$ cat src/rtl/sim_mon_pkg.sv
// sim_mon_pkg: shared state, result and watch-kind encodings for the simulation monitor
package sim_mon_pkg;
    typedef enum logic [1:0] {ST_IDLE = 2'd0, ST_RUN = 2'd1, ST_DONE = 2'd2} state_e;
    typedef enum logic [1:0] {RES_NONE = 2'd0, RES_PASS = 2'd1, RES_FAIL = 2'd2, RES_TIMEOUT = 2'd3} result_e;
    typedef enum logic [1:0] {KIND_OFF = 2'd0, KIND_PASS = 2'd1, KIND_FAIL = 2'd2} kind_e;
    function automatic int idx_w(int n);
        return n > 1 ? $clog2(n) : 1;
    endfunction
endpackage

$ cat src/rtl/sim_monitor_if.sv
// sim_monitor_if: config, retire and status signals of the simulation monitor
interface sim_monitor_if import sim_mon_pkg::*; #(
    parameter int XLEN = 32,
    parameter int LANES = 2,
    parameter int N_WATCH = 4,
    parameter int CNT_W = 48
) ();
    localparam int IW = idx_w(N_WATCH);
    logic cfg_we;
    logic [IW-1:0] cfg_idx;
    logic [XLEN-1:0] cfg_addr;
    logic [1:0] cfg_kind;
    logic arm;
    logic [CNT_W-1:0] timeout_lim;
    logic [LANES-1:0] ret_v;
    logic [LANES*XLEN-1:0] ret_pc;
    logic [1:0] state;
    logic done;
    logic [1:0] result;
    logic [IW-1:0] hit_idx;
    logic [XLEN-1:0] hit_pc;
    logic [CNT_W-1:0] retired_cnt;
    logic [CNT_W-1:0] cycle_cnt;
    modport master (
        output cfg_we, cfg_idx, cfg_addr, cfg_kind, arm, timeout_lim, ret_v, ret_pc,
        input state, done, result, hit_idx, hit_pc, retired_cnt, cycle_cnt
    );
    modport slave (
        input cfg_we, cfg_idx, cfg_addr, cfg_kind, arm, timeout_lim, ret_v, ret_pc,
        output state, done, result, hit_idx, hit_pc, retired_cnt, cycle_cnt
    );
endinterface

$ cat src/rtl/sim_mon_match.sv
// sim_mon_match: compares one retired PC against all active watch entries, lowest index wins
module sim_mon_match import sim_mon_pkg::*; #(
    parameter int XLEN = 32,
    parameter int N_WATCH = 4,
    localparam int IW = idx_w(N_WATCH)
) (
    input logic [XLEN-1:0] pc,
    input logic [N_WATCH-1:0][XLEN-1:0] addrs,
    input logic [N_WATCH-1:0][1:0] kinds,
    output logic hit,
    output logic [IW-1:0] idx,
    output logic [1:0] kind
);
    always_comb begin
        hit = 1'b0;
        idx = '0;
        kind = KIND_OFF;
        for (int i = N_WATCH - 1; i >= 0; i--) begin
            if (kinds[i] != KIND_OFF && addrs[i] == pc) begin
                hit = 1'b1;
                idx = IW'(i);
                kind = kinds[i];
            end
        end
    end
endmodule

$ cat src/rtl/sim_monitor.sv
// sim_monitor: watches retired PCs for pass/fail addresses, counts cycles and retires, flags timeout
module sim_monitor import sim_mon_pkg::*; #(
    parameter int XLEN = 32,
    parameter int LANES = 2,
    parameter int N_WATCH = 4,
    parameter int CNT_W = 48
) (
    input logic clk,
    input logic reset,
    sim_monitor_if.slave bus
);
    localparam int IW = idx_w(N_WATCH);
    localparam logic [1:0] S_IDLE = ST_IDLE;
    localparam logic [1:0] S_RUN = ST_RUN;
    localparam logic [1:0] S_DONE = ST_DONE;
    logic [1:0] state;
    logic done;
    logic [1:0] result;
    logic [IW-1:0] hit_idx;
    logic [XLEN-1:0] hit_pc;
    logic [CNT_W-1:0] retired_cnt, cycle_cnt;
    logic [N_WATCH-1:0][XLEN-1:0] addrs;
    logic [N_WATCH-1:0][1:0] kinds;
    logic [LANES-1:0] m_hit;
    logic [IW-1:0] m_idx [LANES];
    logic [1:0] m_kind [LANES];
    logic hit;
    logic [IW-1:0] h_idx;
    logic [1:0] h_kind;
    logic [XLEN-1:0] h_pc;
    logic [2:0] n_ret;
    logic [CNT_W:0] ret_sum;
    logic [CNT_W-1:0] ret_next, cyc_next;
    logic timeout_hit, cfg_ok;
    for (genvar l = 0; l < LANES; l++) begin : g_lane
        sim_mon_match #(.XLEN(XLEN), .N_WATCH(N_WATCH)) u_match (
            .pc(bus.ret_pc[l*XLEN +: XLEN]),
            .addrs(addrs),
            .kinds(kinds),
            .hit(m_hit[l]),
            .idx(m_idx[l]),
            .kind(m_kind[l])
        );
    end
    // retires beyond the first hitting lane belong to code after the end marker and are not counted
    always_comb begin
        hit = 1'b0;
        h_idx = '0;
        h_kind = KIND_OFF;
        h_pc = '0;
        n_ret = '0;
        for (int i = 0; i < LANES; i++) begin
            if (!hit) begin
                n_ret = n_ret + 3'(bus.ret_v[i]);
                if (bus.ret_v[i] && m_hit[i]) begin
                    hit = 1'b1;
                    h_idx = m_idx[i];
                    h_kind = m_kind[i];
                    h_pc = bus.ret_pc[i*XLEN +: XLEN];
                end
            end
        end
    end
    assign ret_sum = {1'b0, retired_cnt} + (CNT_W+1)'(n_ret);
    assign ret_next = ret_sum[CNT_W] ? '1 : ret_sum[CNT_W-1:0];
    assign cyc_next = &cycle_cnt ? cycle_cnt : cycle_cnt + CNT_W'(1);
    assign timeout_hit = bus.timeout_lim != '0 && cycle_cnt == bus.timeout_lim - CNT_W'(1);
    assign cfg_ok = bus.cfg_we && state != S_RUN;
    always_ff @(posedge clk) begin
        if (cfg_ok && !reset) addrs[bus.cfg_idx] <= bus.cfg_addr;
    end
    always_ff @(posedge clk or posedge reset) begin
        if (reset) kinds <= '0;
        else if (cfg_ok) kinds[bus.cfg_idx] <= bus.cfg_kind;
    end
    always_ff @(posedge clk or posedge reset) begin
        if (reset) begin
            state <= S_IDLE;
            done <= 1'b0;
            result <= RES_NONE;
            hit_idx <= '0;
            hit_pc <= '0;
            retired_cnt <= '0;
            cycle_cnt <= '0;
        end else if (state == S_RUN) begin
            cycle_cnt <= cyc_next;
            retired_cnt <= ret_next;
            if (hit) begin
                state <= S_DONE;
                done <= 1'b1;
                result <= h_kind;
                hit_idx <= h_idx;
                hit_pc <= h_pc;
            end else if (timeout_hit) begin
                state <= S_DONE;
                done <= 1'b1;
                result <= RES_TIMEOUT;
            end
        end else if (bus.arm) begin
            state <= S_RUN;
            done <= 1'b0;
            result <= RES_NONE;
            hit_idx <= '0;
            hit_pc <= '0;
            retired_cnt <= '0;
            cycle_cnt <= '0;
        end
    end
    assign bus.state = state;
    assign bus.done = done;
    assign bus.result = result;
    assign bus.hit_idx = hit_idx;
    assign bus.hit_pc = hit_pc;
    assign bus.retired_cnt = retired_cnt;
    assign bus.cycle_cnt = cycle_cnt;
endmodule

$ cat src/flat_wrapper.sv
// flat-port wrapper written by rule: the top's interface ports become plain ports
module sim_monitor_flat import sim_mon_pkg::*;
#(
    parameter int XLEN = 32,
    parameter int LANES = 2,
    parameter int N_WATCH = 4,
    parameter int CNT_W = 48
)
  (clk, reset, bus_cfg_we, bus_cfg_idx, bus_cfg_addr, bus_cfg_kind, bus_arm, bus_timeout_lim, bus_ret_v, bus_ret_pc, bus_state, bus_done, bus_result, bus_hit_idx, bus_hit_pc, bus_retired_cnt, bus_cycle_cnt);
  sim_monitor_if #(.XLEN(XLEN), .LANES(LANES), .N_WATCH(N_WATCH), .CNT_W(CNT_W)) bus_i ();
  input logic clk;
  input logic reset;
  input wire logic [$bits(bus_i.cfg_we)-1:0] bus_cfg_we;
  input wire logic [$bits(bus_i.cfg_idx)-1:0] bus_cfg_idx;
  input wire logic [$bits(bus_i.cfg_addr)-1:0] bus_cfg_addr;
  input wire logic [$bits(bus_i.cfg_kind)-1:0] bus_cfg_kind;
  input wire logic [$bits(bus_i.arm)-1:0] bus_arm;
  input wire logic [$bits(bus_i.timeout_lim)-1:0] bus_timeout_lim;
  input wire logic [$bits(bus_i.ret_v)-1:0] bus_ret_v;
  input wire logic [$bits(bus_i.ret_pc)-1:0] bus_ret_pc;
  output wire logic [$bits(bus_i.state)-1:0] bus_state;
  output wire logic [$bits(bus_i.done)-1:0] bus_done;
  output wire logic [$bits(bus_i.result)-1:0] bus_result;
  output wire logic [$bits(bus_i.hit_idx)-1:0] bus_hit_idx;
  output wire logic [$bits(bus_i.hit_pc)-1:0] bus_hit_pc;
  output wire logic [$bits(bus_i.retired_cnt)-1:0] bus_retired_cnt;
  output wire logic [$bits(bus_i.cycle_cnt)-1:0] bus_cycle_cnt;
  assign bus_i.cfg_we = bus_cfg_we;
  assign bus_i.cfg_idx = bus_cfg_idx;
  assign bus_i.cfg_addr = bus_cfg_addr;
  assign bus_i.cfg_kind = bus_cfg_kind;
  assign bus_i.arm = bus_arm;
  assign bus_i.timeout_lim = bus_timeout_lim;
  assign bus_i.ret_v = bus_ret_v;
  assign bus_i.ret_pc = bus_ret_pc;
  assign bus_state = bus_i.state;
  assign bus_done = bus_i.done;
  assign bus_result = bus_i.result;
  assign bus_hit_idx = bus_i.hit_idx;
  assign bus_hit_pc = bus_i.hit_pc;
  assign bus_retired_cnt = bus_i.retired_cnt;
  assign bus_cycle_cnt = bus_i.cycle_cnt;
  sim_monitor #(.XLEN(XLEN), .LANES(LANES), .N_WATCH(N_WATCH), .CNT_W(CNT_W)) u_core (.clk(clk), .reset(reset), .bus(bus_i));
endmodule
$ cat config.mk
export PLATFORM = sky130hd
export DESIGN_NAME = sim_monitor_flat
export DESIGN_NICKNAME = d
export VERILOG_FILES = /design/src/rtl/sim_mon_pkg.sv /design/src/rtl/sim_monitor_if.sv /design/src/rtl/sim_mon_match.sv /design/src/rtl/sim_monitor.sv /design/src/flat_wrapper.sv
export SDC_FILE = /design/constraint.sdc
export NUM_CORES = 1
export LEC_CHECK = 0
export ABC_CLOCK_PERIOD_IN_PS = 13100
export BUFFER_PORTS_ARGS = -buffer_cell sky130_fd_sc_hd__buf_4
export CAP_MARGIN = 0
export CELL_PAD_IN_SITES_DETAIL_PLACEMENT = 1
export CELL_PAD_IN_SITES_GLOBAL_PLACEMENT = 2
export CORE_MARGIN = 4
export CORE_UTILIZATION = 39
export CTS_CLUSTER_DIAMETER = 150
export DETAILED_ROUTE_END_ITERATION = 8
export PLACE_DENSITY_LB_ADDON = 0.12
export SYNTH_ARGS = -nofsm -noshare
export SYNTH_HDL_FRONTEND = slang
export SYNTH_HIERARCHICAL = 1
export SYNTH_SLANG_ARGS = --single-unit
$ cat constraint.sdc
create_clock -name clk -period 13.1 [get_ports clk]
set_input_delay 0 -clock clk [delete_from_list [all_inputs] [get_ports clk]]
set_output_delay 0 -clock clk [all_outputs]
set_load 0.05 [all_outputs]
# Yosys cells after proc, flatten, opt, wreduce, memory -nomap -nowiden
# Index checks and enable logic that the tools add are counted.
# totals
regBits	271
inputBits	154
output_inout_bits	135
word_cells	125
# op_classes
n_addsub	4
n_lt_le_gt_ge	2
n_eq_ne	14
mux	65
n_reduce_logical	25
# op_table
cell	n
$eq 32x32->1	8
$mux 48	5
$mux 32	7
$bwmux 128	1
$mux 2	33
$demux 32 s2	1
$add 48x3->49	1
$add 48x1->48 const B	1
$eq 48x48->1	1
$reduce_and 48->1	1
$reduce_bool 48->1	1
$sub 48x1->48 const B	1
$mux 1	15
$logic_and 1x1->1	14
$reduce_bool 2->1	5
$bwmux 8	1
$reduce_and 2->1	3
$demux 2 s2	1
$ne 2x1->1 const B	2
$lt 2x3->1 const B	1
$mux 3	1
$ne 3x1->1 const B	1
$add 1x1->2	1
$eq 2x1->1 const B	1
3 further kinds	3

# Longest topological paths before layout
# Gate-level depths: netlist (run 1).
# depth
ltp_word	12
ltp_mapped	20
ltp_nobuf	19

# By module
# The synthesis (run 1) kept the hierarchy.
# by_module_without_submodules
mod	instances	cells_each	area_each_um2	seq_area_each_um2
sim_monitor	1	1169	12767.2	7397.1
sim_mon_match	2	201	1627.8	0.0

# Worst setup path before layout (run 1)
# Ideal clock, no wire load.
# synth_path
path_kind	register to register
start	register u_core.state[1] (netlist: u_core/bus.state[1])
end	register u_core/addrs[32] (netlist name) (enable)
setup_time_ns	0.512
arrival_time_ns	4.596
t_required_ns	12.588
setup_slack_ns	7.991
path_stages_with_launch	5
path_buffers	1
period_less_slack_ns	5.109
cell_sequence	dfrtp_1 nand2b_1 clkbuf_1 nand2_1 nor4b_1
# synth_via
elab_chain_cells	3
# synth_lines
item	line_no	text
start: declaration	sim_monitor.sv:16	logic [1:0] state;
start signal: assignment	sim_monitor.sv:78	state <= S_IDLE;
start signal: assignment	sim_monitor.sv:89	state <= S_DONE;
start signal: assignment	sim_monitor.sv:95	state <= S_DONE;
$ne 2x1->1	sim_monitor.sv:68	assign cfg_ok = bus.cfg_we && state != S_RUN;
$logic_and 1x1->1	sim_monitor.sv:68	
$logic_and 1x1->1	sim_monitor.sv:70	if (cfg_ok && !reset) addrs[bus.cfg_idx] <= bus.cfg_addr;
end signal: indexed assignment	sim_monitor.sv:70	
end: declaration	sim_monitor.sv:22	logic [N_WATCH-1:0][XLEN-1:0] addrs;
# No other way between the ends.
# A chain may end at the register's enable or synchronous reset.

# Worst setup path in the final report (run 1)
# layout_path
start	register u_core/addrs[63] (netlist name)
end	register u_core.retired_cnt[42] (netlist: u_core/bus.retired_cnt[42])
# layout_via
elab_chain_cells	10
# layout_lines
item	line_no	text
$eq 32x32->1	sim_mon_match.sv:19	if (kinds[i] != KIND_OFF && addrs[i] == pc) begin
$logic_and 1x1->1	sim_mon_match.sv:19	
$mux 1 (2 in a row)	sim_mon_match.sv:19	
net u_core.m_hit[0]	sim_monitor.sv:24	logic [LANES-1:0] m_hit;
$logic_and 1x1->1	sim_monitor.sv:55	if (bus.ret_v[i] && m_hit[i]) begin
$mux 1	sim_monitor.sv:55	
$mux 3	sim_monitor.sv:53	if (!hit) begin
$add 48x3->49	sim_monitor.sv:64	assign ret_sum = {1'b0, retired_cnt} + (CNT_W+1)'(n_ret);
$mux 48	sim_monitor.sv:65	assign ret_next = ret_sum[CNT_W] ? '1 : ret_sum[CNT_W-1:0];
$mux 48	sim_monitor.sv:85	end else if (state == S_RUN) begin
end signal: assignment	sim_monitor.sv:87	retired_cnt <= ret_next;
end: declaration	sim_monitor.sv:21	logic [CNT_W-1:0] retired_cnt, cycle_cnt;
# The timed path passes the listed nets, and every way through them passes these cells.

==> metrics.txt, run 1 <==
outcome completed; fmax 155 MHz; Pint 1650 uW; Num Clock Sinks 270; post-synthesis simple-gate area fraction 19.6%; RD Place Congestion 0.919; Synth area leader edfxtp_1; sequential-to-total area share from yosys stat 46.2%; post-route core utilization 52.1%; post-synthesis compound-gate area fraction 11.0%; adder-cell share of the synthesized area 0.515%; Starting Density 39.9%; largest net degree at the start of global routing 81; fin crit period 6.45 ns; DRT Wirelength 63.0 mm; Logic pwr share 18.7%; clk slew on worst S/H paths 0.06 ns; Cells after Synth 1571; DP HPWL 46.1 mm; Clk pwr share 40.3%; pwr/cell area 113 mW/mm^2; met3 usage 3.45%; Post-synth EDFFs 128; Worst-Skew Late Latency 0.55 ns; dominant cells by area after synthesis edfxtp_1 24%, dfrtp_1 22%, xnor2_1 12%; period utilization 49.2%; CP Class reg2reg; Total Routing Usage GR 27.5%; Worst Tran Pin Value 1.38 ns; GR Util met2 45.3%; Slew headroom 7.87%; fin. max-slew vios 0; Hold Violations, Final 0; Yosys cell types 80; DR pass1 iterations 5; drt drc 0; largest family of logic cells by synthesized area simple AND/OR/NAND/NOR gates; Worst R2R Setup Slack 6.65 ns; die height 211 um; wire length of the first global-routing pass 94.7 mm; post-synthesis mux area share 1.38%; initial antenna violation count 0; Worst setup SP type register; layout cell share with drive strength beyond 1 21.2%; vias in the first global route 15300; crit path max fanout 8; syn avg cell area 10.2 um^2; layout overhead on the synthesized area 30.7%; most common cell after layout, fill and taps aside buf_4; DIE AREA 0.0444 mm^2; Peak VDD IR 0.000105 V; Vias/cell 5.84; wire per inst 25.2 um; worst path required time 13.51 ns; sum of negative setup slack 0 ns; leakage 0.00794 uW; final setup vio count 0; filler cell count 4433; CP Capture Type register; total CTS buffers 34; cell area after layout 0.0209 mm^2; ys async rst share 52.6%; top_reg_cell synth dfrtp_1; Final nets 2115; I/O pins 289; met1 Use GR 38.0%; ant diodes 0; total grt overflow 0; worst endpoint data arrival time 6.86 ns; gr busiest metal met2; skew final 0.0316 ns; total core area 0.0402 mm^2; post-synth top area share 24.0%; Flop pwr share 40.9%; most frequent cells in the layout 303 x buf_4, 216 x xnor2_1, 142 x dfrtp_1; FF+latch count, synth 270; Root Buffer clkbuf_16; I/O Buffers 288; Post-DP Area 0.0187 mm^2; CTS tree built; Net Sw Frac 30.5%; Die X 211 um; CTS max path bufs 3; xor and xnor fraction of the mapped netlist area 18.8%; HP Class in2reg; H-tree depth 2; final antenna-violating net count 0; max capacitance violation total 0; Cell Rows 73; Iter 0 DRT Violations 1118; synthesized area 0.0160 mm^2; Ys Warns 6; area of the multi-input gates 0.00828 mm^2; FF+latch area 0.00740 mm^2; DR vias 14600; P_sw 723 uW; syn nets 1731; RSZ-0062 raised after global routing false
==> through the flow <==
step / worst slack [ns] / hold slack [ns] / std cells / power, uW
CTS: 6.75 / 0.0137 / 2505 / 2380
finish: 6.65 / 0.0308 / 2505 / 2370
floorplan: 7.99 / 0.0989 / 1571 / 1230
global placement: 7.21 / 0.213 / 2333 / 1400
global route: 5.97 / 0.0222 / 2505 / 2460
detailed placement: 6.84 / 0.211 / 2333 / 1410
==> routing by layer <==
layer | up-vias | part of all wire (%)
met5 | - | 0
met4 | 0 | 3.1
met3 | 111 | 5.6
met2 | 539 | 48
met1 | 7398 | 43
li1 | 6585 | -
==> worst max-delay path, cell delays in order (launching register included) <==
cell,delay [ns]
edfxtp_1,0.43
xnor2_1,0.26
nand4_1,0.14
nor4_1,0.74
nand3_1,0.30
nor2b_2,0.26
nand2_1,0.12
nand2_1,0.16
nand2b_1,0.11
ha_1,0.17
inv_1,0.06
fa_1,0.46
nor4_1,0.78
nand4_1,0.44
nor3_1,0.78
nand4_1,0.22
nor2_1,0.40
and3_1,0.25
nand3_1,0.09
o211a_1,0.14
==> power by group through the flow <==
stage               Sequential [uW]  Clock, uW  Combinational [uW]
floorplan                      1070          0                 159
global placement                987          0                 416
detailed placement              988          0                 422
CTS                             971        970                 442
global route                    976       1010                 472
finish                          971        957                 444
==> repair_timing <==
| item | CTS | global route |
|---|---|---|
| setup buffers | 0 | 0 |
| hold endpoints to repair | 252 | 0 |
| hold buffers | 111 | 0 |
| resized for setup | 0 | 0 |
==> cell usage after synthesis, drive strengths merged (3+ instances only) <==
library cell and count:
xnor2 220, dfrtp 142, edfxtp 128, xor2 121
nand3 112, nor2 109, o21ai 84, nand2 82
nand4 79, a21oi 53, nor3 51, nor4 51
clkbuf 43, a22oi 37, and3 25, buf 23
inv 18, a211oi 14, or4 14, a311oi 13
a31oi 13, mux2i 12, or3 10, and4 9
mux2 9, nor2b 8, and2 7, o22ai 7
nand2b 6, a32oi 5, ha 5, nor3b 5
o31ai 5, or2 5, o21bai 4, o221a 4
a2111oi 3, nand4b 3, o21a 3
==> kinds of logic after synthesis <==
| logic type | after synthesis |
|---|---|
| flip-flops | 270 |
| multiplexers | 21 |
| XOR/XNOR | 341 |
| buffers and inverters | 84 |
| adder cells (fa/ha/maj) | 6 |
| AO/OA/AOI/OAI | 268 |
| AND/OR/NAND/NOR | 581 |
==> cell type report <==
class	count	area share [%]
multi-input combinational	1217	39.5
sequential	270	35.3
timing repair buffer	414	16.2
clock buffer	48	4.81
tap	525	3.14
clock inverter	13	0.669
inverter	18	0.347
==> flip-flops by register name, indices dropped and copies added, names as in the netlist <==
signal,cells
u_core/addrs,128
u_core/bus.cycle_cnt,48
u_core/bus.hit_idx,2
u_core/bus.hit_pc,32
u_core/bus.result,2
u_core/bus.retired_cnt,48
u_core/bus.state,2
u_core/kinds,8
==> path summary, 6_finish.rpt <==
check / cells after the start / to / startpoint
setup / recovery: 19 / u_core/bus.retired_cnt[42] / u_core/addrs[63]
hold / removal: 3 / u_core/bus.hit_pc[6] / bus_ret_pc[38]
setup reg to reg: 19 / u_core/bus.retired_cnt[42] / u_core/addrs[63]
hold reg to reg: 2 / u_core/bus.hit_idx[1] / u_core/bus.hit_idx[1]
max in group asynchronous: 4 / u_core/bus.hit_pc[8] / reset
min in group asynchronous: 3 / u_core/bus.hit_pc[17] / reset
Power figures use the tool's default switching activity.
==> run 2: changes to the inputs <==
--- a/config.mk
+++ b/config.mk
@@ -5,13 +5,14 @@
 export SDC_FILE = /design/constraint.sdc
 export NUM_CORES = 1
 export LEC_CHECK = 0
-export ABC_CLOCK_PERIOD_IN_PS = 13100
+export ABC_AREA = 1
+export ABC_CLOCK_PERIOD_IN_PS = 6600
 export BUFFER_PORTS_ARGS = -buffer_cell sky130_fd_sc_hd__buf_4
 export CAP_MARGIN = 0
 export CELL_PAD_IN_SITES_DETAIL_PLACEMENT = 1
 export CELL_PAD_IN_SITES_GLOBAL_PLACEMENT = 2
 export CORE_MARGIN = 4
-export CORE_UTILIZATION = 39
+export CORE_UTILIZATION = 33
 export CTS_CLUSTER_DIAMETER = 150
 export DETAILED_ROUTE_END_ITERATION = 8
 export PLACE_DENSITY_LB_ADDON = 0.12
==> constraint.sdc (replaced) <==
create_clock -name clk -period 6.6 [get_ports clk]
set_input_delay 0 -clock clk [delete_from_list [all_inputs] [get_ports clk]]
set_output_delay 0 -clock clk [all_outputs]
set_load 0.05 [all_outputs]
==> run 2 against run 1 <==
Wire length rose by 30%. Register-to-register slack worse by 5.4 ns. Via count grew 30%. Critical path depth grew 12. Utilization decreased by 9.4 points. Global-route usage down 0.81 points. Area after synthesis up 17%. Critical path type unchanged.
==> metrics.txt, run 2 <==
Starting Density 33.2% (-6.6 points); H-tree depth 2 (unchanged); most common cell in the netlist nand2_1; final setup vio count 0 (unchanged); Reg with most FFs u_core/addrs; DP HPWL 64.0 mm (+39%); worst hold slack 0.0417 ns (+0.0109 ns); syn nets 2696 (+56%); hold endpoint u_core/kinds[4]; CP bufs+invs 5 (+4); synthesized area 0.0187 mm^2 (+17%); fin cells 3720 (+49%); crit path max fanout 36 (+28); largest net degree at the start of global routing 85 (+4.9%); Die X 246 um (+17%); Cell Rows 87 (+19%); leakage 0.0108 uW (+36%); max FFs per register 128 (unchanged); CP peak stage delay 0.74 ns (-0.04 ns); Slew headroom 19.4% (+12 points); CP most frequent cell nand2_1; layout overhead on the synthesized area 28.3%; Root Buffer clkbuf_16; total power 5160 uW (+120%); Total Routing Usage GR 26.6% (-0.81 points); pwr/cell area 215 mW/mm^2 (+90%); most frequent cells in the layout 665 x nand2_1, 346 x inv_1, 299 x buf_4; vias in the first global route 20200 (+32%); I/O pins 289 (unchanged); most common cell after layout, fill and taps aside nand2_1; Worst Tran Pin Value 1.21 ns (-0.171 ns); crit path max-delay cell type inv_2; CP Class reg2reg; Num Clock Sinks 270 (unchanged); Post-CTS Setup Bufs 0 (unchanged); Ys Warns 6 (unchanged); syn avg cell area 7.38 um^2 (-28%); DR pass1 iterations 5 (unchanged); post-synth top area share 20.5% (-3.4 points); clk slew on worst S/H paths 0.05 ns (about the same); Iter 0 DRT Violations 1071 (-4.2%); filler cell count 7029 (+59%); max capacitance violation total 0 (unchanged); CTS tree built; Regs by FF count u_core/addrs (128), u_core/bus.cycle_cnt (48), u_core/bus.retired_cnt (48); CP Capture Type register; total CTS buffers 37 (+8.8%); RD Place Congestion 0.938 (+2.0%); Hold Crit Start bus_cfg_we; CTS max path bufs 3 (unchanged); Post-synth EDFFs 128 (unchanged); layout cell share with drive strength beyond 1 16.1% (-5.2 points); HP Class in2reg; Final nets 3099 (+47%); Post-DP Area 0.0218 mm^2 (+16%); top cells by count, synth 665 x nand2_1, 347 x inv_1, 280 x nor2_1; ys async rst share 52.6% (unchanged); Worst R2R Setup Slack 1.28 ns (-5.37 ns); DIE AREA 0.0606 mm^2 (+36%); fin. max-slew vios 0 (unchanged); top_reg_cell synth dfrtp_1; Yosys cell types 53 (-34%); fin crit period 5.32 ns (-1.13 ns); sequential-to-total area share from yosys stat 39.5% (-6.6 points); wire length of the first global-routing pass 123 mm (+30%); initial antenna violation count 0 (unchanged); DR vias 19000 (+30%); Worst-Skew Late Latency 0.56 ns (about the same); dominant cells by area after synthesis edfxtp_1 21%, dfrtp_1 19%, nand2_1 13%; Cells after Synth 2536 (+61%); outcome completed; fmax 188 MHz (+21%); RSZ-0062 raised after global routing false; drt drc 0 (unchanged); final antenna-violating net count 0 (unchanged); area of the multi-input gates 0.00977 mm^2 (+18%); DRT Wirelength 82.1 mm (+30%); I/O Buffers 288 (unchanged); RR Endpoint u_core/bus.retired_cnt[40]; cell area after layout 0.0240 mm^2 (+15%); skew final 0.0284 ns (-0.00319 ns); sum of negative setup slack 0 ns (unchanged); worst path required time 7.03 ns (-6.48 ns); Peak VDD IR 0.000204 V (+93%); worst endpoint data arrival time 5.75 ns (-1.11 ns); placed cells 3548 (+52%); ant diodes 0 (unchanged); Synth area leader edfxtp_1; FF+latch area 0.00740 mm^2 (unchanged); FF+latch count, synth 270 (unchanged); period utilization 80.7% (+31 points); wire per inst 22.1 um (-12%); cell family contributing the most delay on the critical path simple AND/OR/NAND/NOR gates; Hold Violations, Final 0 (unchanged); cell count of the worst hold path 5 (+2); total grt overflow 0 (unchanged); Worst setup SP type register; total core area 0.0563 mm^2 (+40%); FF-to-FF Start u_core/addrs[35]; Vias/cell 5.10 (-13%); die height 246 um (+17%); R2R depth 31 (+12)
run 2: cell count changes after synthesis, sizes merged, moves of 69 or more:
cell / change
xnor2: -140
nand2: +599
inv: +349
o21ai: +107
nor2: +212
a22o: +69
run 2: cell type report:
| type | count | share of cell area [%] |
|---|---|---|
| flip-flops and latches | 270 | 30.8 |
| inverters | 369 | 5.81 |
| well taps | 756 | 3.94 |
| repair buffers | 407 | 13.9 |
| clock inverters | 14 | 0.485 |
| clock buffers | 50 | 4.35 |
| multi-input cells | 1854 | 40.7 |
run 2: how the worst max path moves through the flow:
stage,start,end,cells after the start
5_1_grt,u_core/addrs[35],u_core/bus.retired_cnt[40],30
2_1_floorplan,u_core/addrs[28],u_core/bus.retired_cnt[40],31
3_5_place_dp,u_core/addrs[35],u_core/bus.retired_cnt[40],31
6_report,u_core/addrs[35],u_core/bus.retired_cnt[40],31
4_1_cts,u_core/addrs[35],u_core/bus.retired_cnt[40],31
3_3_place_gp,u_core/addrs[35],u_core/bus.retired_cnt[40],31
run 2: cell families after synthesis:
group / synth area share, %
buf+inv: 8.45
compound gates: 10.9
flops: 39.5
xor+xnor: 9.83
fa+ha+maj: 0.441
simple gates: 30.8
run 2: tightest hold or removal path, delay by kind of cell:
| kind | cells | cell delay [ns] |
|---|---|---|
| AOI/OAI and AO/OA | 1 | 0.10 |
| buffers and inverters | 2 | 0.17 |
| and+or+nand+nor | 2 | 0.26 |
run 2: repair_timing:
action,CTS,global route
hold endpoints to repair,267,0
hold buffers,107,0
gates resized for setup,0,0
run 2: power by group:
| group | internal, uW | switching (uW) |
|---|---|---|
| logic | 363 | 849 |
| registers | 1850 | 139 |
| clock network | 1150 | 809 |
run 2: metal layers:
metal  global-route usage (%)  vias to the layer above  share of wire, %
met5                        0                        -                 0
met4                     8.56                        0               3.4
met3                     3.07                      124               4.1
met2                     48.3                      427                51
met1                     33.0                     9391                42
li1                         -                     9020                 -
run 2: through the flow:
step | worst slack [ns] | util (%)
2_1_floorplan | 2.61 | -
3_3_place_gp | 1.45 | 38.6
3_5_place_dp | 1.28 | 38.6
4_1_cts | 1.24 | 42.6
5_1_grt | 0.901 | 42.7
6_report | 1.28 | 42.7
